`src/rtl/ucsbece154b_perf_counters_if.sv`:
```
// Bus bundle between the core taps and the performance-counter block.
// master: the side that drives the event taps and the readout select.
// slave:  the counter block itself.
interface ucsbece154b_perf_counters_if #(
  parameter int CNT_WIDTH = 32
);
  logic                 ReadEnable_i;
  logic                 Ready_i;
  logic                 MemReadRequest_i;
  logic                 BranchE_i;
  logic                 JumpE_i;
  logic                 MispredictE_i;
  logic                 Clear_i;
  logic                 Freeze_i;
  logic [3:0]           CntSel_i;
  logic [CNT_WIDTH-1:0] CntValue_o;
  logic [8:0]           Overflow_o;

  modport master (
    output ReadEnable_i, Ready_i, MemReadRequest_i,
    output BranchE_i, JumpE_i, MispredictE_i,
    output Clear_i, Freeze_i, CntSel_i,
    input  CntValue_o, Overflow_o
  );

  modport slave (
    input  ReadEnable_i, Ready_i, MemReadRequest_i,
    input  BranchE_i, JumpE_i, MispredictE_i,
    input  Clear_i, Freeze_i, CntSel_i,
    output CntValue_o, Overflow_o
  );
endinterface

```
`src/rtl/ucsbece154b_perf_counters.sv`:
```
// Performance counters for the pipelined core with icache.
// Counter map: 0 FETCH, 1 HIT, 2 MISS, 3 STALL, 4 BRANCH, 5 BRANCH_OK,
//              6 JUMP, 7 JUMP_OK, 8 CYCLE. Select 9..15 reads 0.
//
// Fetch FSM
//   state  | meaning
//   IDLE   | no refill outstanding; fetches complete as hits or same-cycle refills
//   MISS   | refill in flight; every non-Ready cycle is a stall
module ucsbece154b_perf_counters #(
  parameter int CNT_WIDTH      = 32,
  parameter bit SATURATE       = 1'b1,
  parameter bit ENABLE_CTRFLOW = 1'b1
) (
  input  logic clk,
  input  logic reset,
  ucsbece154b_perf_counters_if.slave bus
);

  localparam int NCNT      = 9;
  localparam int C_FETCH   = 0;
  localparam int C_HIT     = 1;
  localparam int C_MISS    = 2;
  localparam int C_STALL   = 3;
  localparam int C_BRANCH  = 4;
  localparam int C_BR_OK   = 5;
  localparam int C_JUMP    = 6;
  localparam int C_JMP_OK  = 7;
  localparam int C_CYCLE   = 8;

  localparam logic [CNT_WIDTH-1:0] ALL_ONES = '1;
  localparam logic [CNT_WIDTH-1:0] ONE      = CNT_WIDTH'(1);

  typedef enum logic {
    S_IDLE = 1'b0,
    S_MISS = 1'b1
  } state_t;

  state_t               state_q, state_d;
  logic [NCNT-1:0]      inc;
  logic [CNT_WIDTH-1:0] cnt_q [NCNT];
  logic [CNT_WIDTH-1:0] cnt_d [NCNT];
  logic [NCNT-1:0]      ovf_q, ovf_d;
  logic [CNT_WIDTH-1:0] cnt_val_q, cnt_val_d;

  // Fetch FSM next state and per-counter increment requests.
  // The FSM advances regardless of Clear/Freeze; those only gate counting.
  always_comb begin
    state_d = state_q;
    inc     = '0;
    case (state_q)
      S_IDLE: begin
        if (bus.ReadEnable_i && bus.MemReadRequest_i) begin
          if (bus.Ready_i) begin
            inc[C_FETCH] = 1'b1;
            inc[C_MISS]  = 1'b1;
          end else begin
            state_d      = S_MISS;
            inc[C_STALL] = 1'b1;
          end
        end else if (bus.ReadEnable_i && bus.Ready_i) begin
          inc[C_FETCH] = 1'b1;
          inc[C_HIT]   = 1'b1;
        end
      end
      S_MISS: begin
        // A flush (ReadEnable low) does not abort the refill.
        if (bus.Ready_i) begin
          state_d      = S_IDLE;
          inc[C_FETCH] = 1'b1;
          inc[C_MISS]  = 1'b1;
        end else begin
          inc[C_STALL] = 1'b1;
        end
      end
      default: state_d = S_IDLE;
    endcase

    if (ENABLE_CTRFLOW) begin
      inc[C_BRANCH] = bus.BranchE_i;
      inc[C_BR_OK]  = bus.BranchE_i && !bus.MispredictE_i;
      inc[C_JUMP]   = bus.JumpE_i;
      inc[C_JMP_OK] = bus.JumpE_i && !bus.MispredictE_i;
    end

    inc[C_CYCLE] = 1'b1;
  end

  // Counter bank update: Clear beats Freeze beats increment; overflow is sticky.
  always_comb begin
    for (int n = 0; n < NCNT; n++) begin
      cnt_d[n] = cnt_q[n];
      ovf_d[n] = ovf_q[n];
      if (bus.Clear_i) begin
        cnt_d[n] = '0;
        ovf_d[n] = 1'b0;
      end else if (!bus.Freeze_i && inc[n]) begin
        if (cnt_q[n] == ALL_ONES) begin
          ovf_d[n] = 1'b1;
          cnt_d[n] = SATURATE ? ALL_ONES : '0;
        end else begin
          cnt_d[n] = cnt_q[n] + ONE;
        end
      end
      // Control-flow counters tie off to constant zero when not built.
      if (!ENABLE_CTRFLOW && n >= C_BRANCH && n <= C_JMP_OK) begin
        cnt_d[n] = '0;
        ovf_d[n] = 1'b0;
      end
    end
  end

  // Readout mux; registered, so it shows the pre-increment value.
  always_comb begin
    cnt_val_d = '0;
    for (int n = 0; n < NCNT; n++) begin
      if (bus.CntSel_i == 4'(n)) cnt_val_d = cnt_q[n];
    end
  end

  // State, counters, overflow flags and readout register.
  always_ff @(posedge clk or posedge reset) begin
    if (reset) begin
      state_q   <= S_IDLE;
      ovf_q     <= '0;
      cnt_val_q <= '0;
      for (int n = 0; n < NCNT; n++) cnt_q[n] <= '0;
    end else begin
      state_q   <= state_d;
      ovf_q     <= ovf_d;
      cnt_val_q <= cnt_val_d;
      for (int n = 0; n < NCNT; n++) cnt_q[n] <= cnt_d[n];
    end
  end

  assign bus.CntValue_o = cnt_val_q;
  assign bus.Overflow_o = ovf_q;

endmodule

```
`src/flat_wrapper.sv`:
```
// flat-port wrapper written by rule: the top's interface ports become plain ports
module ucsbece154b_perf_counters_flat 
#(
  parameter int CNT_WIDTH      = 32,
  parameter bit SATURATE       = 1'b1,
  parameter bit ENABLE_CTRFLOW = 1'b1
)
  (clk, reset, bus_ReadEnable_i, bus_Ready_i, bus_MemReadRequest_i, bus_BranchE_i, bus_JumpE_i, bus_MispredictE_i, bus_Clear_i, bus_Freeze_i, bus_CntSel_i, bus_CntValue_o, bus_Overflow_o);
  ucsbece154b_perf_counters_if #(.CNT_WIDTH(CNT_WIDTH)) bus_i ();
  input  logic clk;
  input  logic reset;
  input wire logic [$bits(bus_i.ReadEnable_i)-1:0] bus_ReadEnable_i;
  input wire logic [$bits(bus_i.Ready_i)-1:0] bus_Ready_i;
  input wire logic [$bits(bus_i.MemReadRequest_i)-1:0] bus_MemReadRequest_i;
  input wire logic [$bits(bus_i.BranchE_i)-1:0] bus_BranchE_i;
  input wire logic [$bits(bus_i.JumpE_i)-1:0] bus_JumpE_i;
  input wire logic [$bits(bus_i.MispredictE_i)-1:0] bus_MispredictE_i;
  input wire logic [$bits(bus_i.Clear_i)-1:0] bus_Clear_i;
  input wire logic [$bits(bus_i.Freeze_i)-1:0] bus_Freeze_i;
  input wire logic [$bits(bus_i.CntSel_i)-1:0] bus_CntSel_i;
  output wire logic [$bits(bus_i.CntValue_o)-1:0] bus_CntValue_o;
  output wire logic [$bits(bus_i.Overflow_o)-1:0] bus_Overflow_o;
  assign bus_i.ReadEnable_i = bus_ReadEnable_i;
  assign bus_i.Ready_i = bus_Ready_i;
  assign bus_i.MemReadRequest_i = bus_MemReadRequest_i;
  assign bus_i.BranchE_i = bus_BranchE_i;
  assign bus_i.JumpE_i = bus_JumpE_i;
  assign bus_i.MispredictE_i = bus_MispredictE_i;
  assign bus_i.Clear_i = bus_Clear_i;
  assign bus_i.Freeze_i = bus_Freeze_i;
  assign bus_i.CntSel_i = bus_CntSel_i;
  assign bus_CntValue_o = bus_i.CntValue_o;
  assign bus_Overflow_o = bus_i.Overflow_o;
  ucsbece154b_perf_counters #(.CNT_WIDTH(CNT_WIDTH), .SATURATE(SATURATE), .ENABLE_CTRFLOW(ENABLE_CTRFLOW)) u_core (.clk(clk), .reset(reset), .bus(bus_i));
endmodule
```
`config.mk`:
```
export PLATFORM = sky130hd
export DESIGN_NAME = ucsbece154b_perf_counters_flat
export DESIGN_NICKNAME = d
export VERILOG_FILES = /design/src/rtl/ucsbece154b_perf_counters_if.sv /design/src/rtl/ucsbece154b_perf_counters.sv /design/src/flat_wrapper.sv
export SDC_FILE = /design/constraint.sdc
export NUM_CORES = 1
export LEC_CHECK = 0
export ABC_AREA = 1
export CAP_MARGIN = 15
export CORE_ASPECT_RATIO = 1.1
export CORE_MARGIN = 10
export CORE_UTILIZATION = 45
export CTS_BUF_LIST = sky130_fd_sc_hd__clkbuf_16
export DETAILED_ROUTE_END_ITERATION = 16
export PLACE_DENSITY = 0.71
export SLEW_MARGIN = 10
export SYNTH_ARGS = -nofsm -noshare
export SYNTH_HDL_FRONTEND = slang
export SYNTH_SLANG_ARGS = --single-unit
```
`constraint.sdc`:
```
create_clock -name clk -period 13.6 [get_ports clk]
set_input_delay 4.08 -clock clk [delete_from_list [all_inputs] [get_ports clk]]
set_output_delay 4.08 -clock clk [all_outputs]
set_load 0.01 [all_outputs]
```
Word level (Yosys, flattened, before mapping)
Index checks and enable logic that the tools add are counted.
{"block": "word_totals", "register_bits": 330, "inputBits": 14}
{"block": "classes", "add_sub_neg": 9, "eq_ne": 18, "mux": 74, "bitwise_logic": 1, "n_reduce_logical": 41}
{"op": "$mux 32", "n": 36}
{"op": "$add 32x1->32 const B", "n": 9}
{"op": "$eq 32x32->1 const B", "n": 9}
{"op": "$reduce_bool 2->1", "n": 17}
{"op": "$mux 1", "n": 33}
{"op": "$reduce_and 2->1", "n": 9}
{"op": "$eq 4x3->1 const B", "n": 4}
{"op": "$logic_and 1x1->1", "n": 12}
{"op": "$eq 4x2->1 const B", "n": 2}
{"op": "$eq 4x1->1 const B", "n": 1}
{"op": "$eq 4x4->1 const B", "n": 1}
{"op": "$logic_not 4->1", "n": 1}
{"op": "$mux 2", "n": 2}
{"op": "$pmux 1 s2", "n": 2}
{"op": "$pmux 2 s2", "n": 1}
{"op": "$logic_not 1->1", "n": 2}
{"op": "$ne 2x2->1 const B", "n": 1}
{"op": "$not 1->1", "n": 1}

Longest topological paths before layout
{"block": "logic_depth", "depth_word": 10, "ltp_mapped": 10, "depth_no_buf": 10}

Worst setup path after synthesis
No wires, ideal clock.
{"block": "synth_path", "path_type": "in2reg", "startpoint": "input bus_CntSel_i[1]", "endpoint": "register u_core.cnt_val_q[25] (netlist: u_core.bus.CntValue_o[25])", "arrival_ns": 5.030, "t_required_ns": 13.476, "setup_slack_ns": 8.446, "path_stages": 9, "n_path_buf": 2, "path_cell_list": "buf_4 > inv_1 > nor2_2 > nand2_4 > clkinv_2 > buf_6 > a21oi_1 > nand2_1 > nand3_1"}
{"block": "synth_between", "elab_chain_cells": 10, "word_cells_on_any_way": 18}
{"element": "start: declaration", "line": "flat_wrapper.sv:20", "rtl": "input wire logic [$bits(bus_i.CntSel_i)-1:0] bus_CntSel_i;"}
{"element": "$logic_not 4->1", "line": "ucsbece154b_perf_counters.sv:116", "rtl": "if (bus.CntSel_i == 4'(n)) cnt_val_d = cnt_q[n];"}
{"element": "$mux 32 (8 in a row)", "line": "ucsbece154b_perf_counters.sv:116"}
{"element": "$mux 32 *", "line": "ucsbece154b_perf_counters.sv:116"}
{"element": "net u_core.cnt_val_d[25]", "line": "ucsbece154b_perf_counters.sv:43", "rtl": "logic [CNT_WIDTH-1:0] cnt_val_q, cnt_val_d;"}
{"element": "end signal: assignment", "line": "ucsbece154b_perf_counters.sv:130", "rtl": "cnt_val_q <= cnt_val_d;"}
{"element": "end: declaration", "line": "ucsbece154b_perf_counters.sv:43"}
Mark *: on every way through the listed nets, which the timed path passes. The rest lies on a longest branch.
A chain may end at the register's enable or synchronous reset.

Final worst setup path
{"block": "layout_path", "startpoint": "input bus_CntSel_i[1]", "endpoint": "register u_core.cnt_val_q[18] (netlist: u_core.bus.CntValue_o[18])"}
Same word-level chain as after synthesis.

==> qor.yml <==
clock_tree:
  cts.path.max_buffers: 3
  cts-root-buf: "clkbuf_16"
  cts_hold_buf: 0
  post-cts-setup-buffers: 0
  insertion_delay_ns: 0.60
  clk_pin_slew_worst_paths_ns: 0.06
  tritoncts: "built"
  clock-sinks: 330
  cts_made_buffers: 41
  post_cts_resized: 0
  cts.htree.levels: 2
die:
  fp.dieW_um: 240
  ios: 55
  coreArea_sq_mm: 0.0525
  initial_core_util_pct: 45.5
  row_count: 88
  dieArea_sq_mm: 0.0627
  die_h_um: 262
placed_design:
  dp_cells: 4538
  dp_hpwl_mm: 63.3
  portBuffers: 54
  gp_congestion: 1.03
  placed_cell_area_sq_mm: 0.0247
  dp_slack_ns: 6.60
yosys:
  seq_area_frac_synth_pct: 34.6
  synth-seq-cells: 330
  syn-instance-count: 3903
  synth.distinct_cells: 36
  syn-num-nets: 3926
  yosys_warnings: 0
  synthesis.area_sq_mm: 0.0239
  postSynthAreaPerCell_sq_um: 6.12
layout:
  drive_gt1_share_pct: 5.03
  syn2layout_area_growth_pct: 9.29
  finish.instance_area_sq_mm: 0.0261
  final_cells: 4616
  nFillCells: 5447
  layout.nets: 3930
sta:
  relSlewSlack_pct: 20.1
  fin_skew_ns: 0.0267
  slew_viol_final: 0
  setup_viol: 0
  min_period_ns: 6.27
  fin_tns_setup_ns: 0
  setup_ws_ns: 7.33
  max_freq_mhz: 159
  worst_pin_slew_ns: 1.20
  final-hold-violation-count: 0
  rsz0062_at_grt: "false"
  period_share_pct: 46.1
global_routing:
  grt_pass1_wl_mm: 131
  grt_pass1_vias: 22930
  grt_max_degree: 150
  grt_antenna_before_repair: 1
  grt_usage_pct: 26.6
  grt-ovfl-total: 0
detailed_routing:
  first_iter_violations: 2977
  drtPass1Iterations: 8
  via_per_inst: 5.45
  num_vias: 25157
  drc_errors: 0
  wl_per_cell_um: 18.2
  wl_mm: 84.1
  ant_nets: 0
setup_path:
  cp.required_ns: 14.13
  arrival_ns: 6.81
  critPathMaxFanout: 32
  cp-end-kind: "flop"
  critPathKind: "in -> reg"
  critical_path.startpoint_type: "input port"
power_and_ir_drop:
  p_leak_nw: 10.9
  p_total_mw: 2.24
  powerDensity_mw_per_mm2: 86.0
  ir_drop_mv: 0.0798
run_status:
  status: "complete, no violations"
worst_hold_path:
  hp-class: "reg -> reg"
flow_run:
  drv_cap: 0
==> placed cells by master, fill, tap and decap left out, drive strengths merged, types with 34 or more instances in the layout <==
cell / n
nand2: 1628
nand3: 480
inv: 330
nor2: 618
clkbuf: 41
clkdlybuf4s50: 53
o21ai: 261
nand4: 38
dfrtp: 330
nand3b: 34
==> routing by layer <==
| layer | track usage, % | vias to the layer above | part of all wire, % |
|---|---|---|---|
| li1 | - | 12325 | - |
| met1 | 33.3 | 11630 | 41 |
| met2 | 42.8 | 956 | 46 |
| met3 | 3.44 | 246 | 6.4 |
| met4 | 17.3 | 0 | 7.0 |
| met5 | 0 | - | 0 |
==> registers in the layout (all words and copies together), names as in the netlist <==
name and count:
u_core.cnt_q 288, u_core.bus.Overflow_o 9, u_core.state_q 1, u_core.bus.CntValue_o 32
==> cell type report <==
class	count	area [sq um]	share of cell area, %
Multi-Input combinational cell	3136	13700	52.4
Sequential cell	330	8260	31.7
Inverter	323	1220	4.68
Clock buffer	41	1030	3.93
Tap cell	675	845	3.24
Timing Repair Buffer	75	713	2.73
Clock inverter	35	345	1.32
Antenna cell	1	2.50	0.00959
==> Yosys cell counts, drive strengths merged <==
library cell  count  area share (%)
a22o              3            0.11
nand4            38             1.0
o22ai             1           0.026
xor2             21            0.77
inv             320             5.0
nor3              6            0.19
o211ai            1           0.031
o21ai           261             5.6
xnor2            15            0.55
a21oi            16            0.34
clkinv            3           0.052
ha                9            0.47
dfrtp           330              35
nand3b           34             1.1
nand3           480              10
nand2          1628              26
nor2            618              11
clkbuf           27            0.47
buf              87             2.7
or2               5            0.13
==> through the flow <==
step,utilization (%),hold slack (ns)
after floorplan,-,0.471
after global placement,47.0,0.474
after detailed placement,47.0,0.478
after CTS,49.6,0.498
after global routing,49.7,0.532
final,49.7,0.487
==> worst max-delay path, cell delays in order <==
cell and delay, ns:
clkdlybuf4s50_1 0.72, inv_1 0.10, nor2_2 0.90, nand2_4 0.17
clkinv_2 0.38, nand2_1 0.09, nand4_1 0.23, nor2_1 0.07
nand2_1 0.06
==> path summary, 6_finish.rpt <==
kind                       slack (ns)                startpoint  cells past startpoint                   endpoint
setup / recovery                 7.33           bus_CntSel_i[1]                      9  u_core.bus.CntValue_o[18]
hold / removal                   0.49  u_core.bus.Overflow_o[2]                      2   u_core.bus.Overflow_o[2]
setup reg to reg                11.24          u_core.cnt_q[64]                     10   u_core.bus.Overflow_o[6]
hold reg to reg                  0.49  u_core.bus.Overflow_o[2]                      2   u_core.bus.Overflow_o[2]
max in group asynchronous        7.34                     reset                      4   u_core.bus.CntValue_o[8]
min in group asynchronous        4.03                     reset                      2   u_core.bus.Overflow_o[2]
==> power by group <==
part           switching [mW]  internal (mW)  total, mW
registers             0.00932          0.988      0.998
logic                  0.0850         0.0235      0.109
clock network           0.471          0.666       1.14
==> cell families (layout without fill, tap and decap cells) <==
kind of cell,after synthesis,in the layout,share of synthesized area [%]
and+or+nand+nor,2809,2809,49.3
buffers and inverters,437,474,8.25
DFF,330,330,34.6
AOI/OAI and AO/OA,282,282,6.05
xor gates and xnor gates,36,36,1.32
adders and majority gates,9,9,0.472
other,0,1,0
No activity file was read; power rests on OpenSTA's default activity.
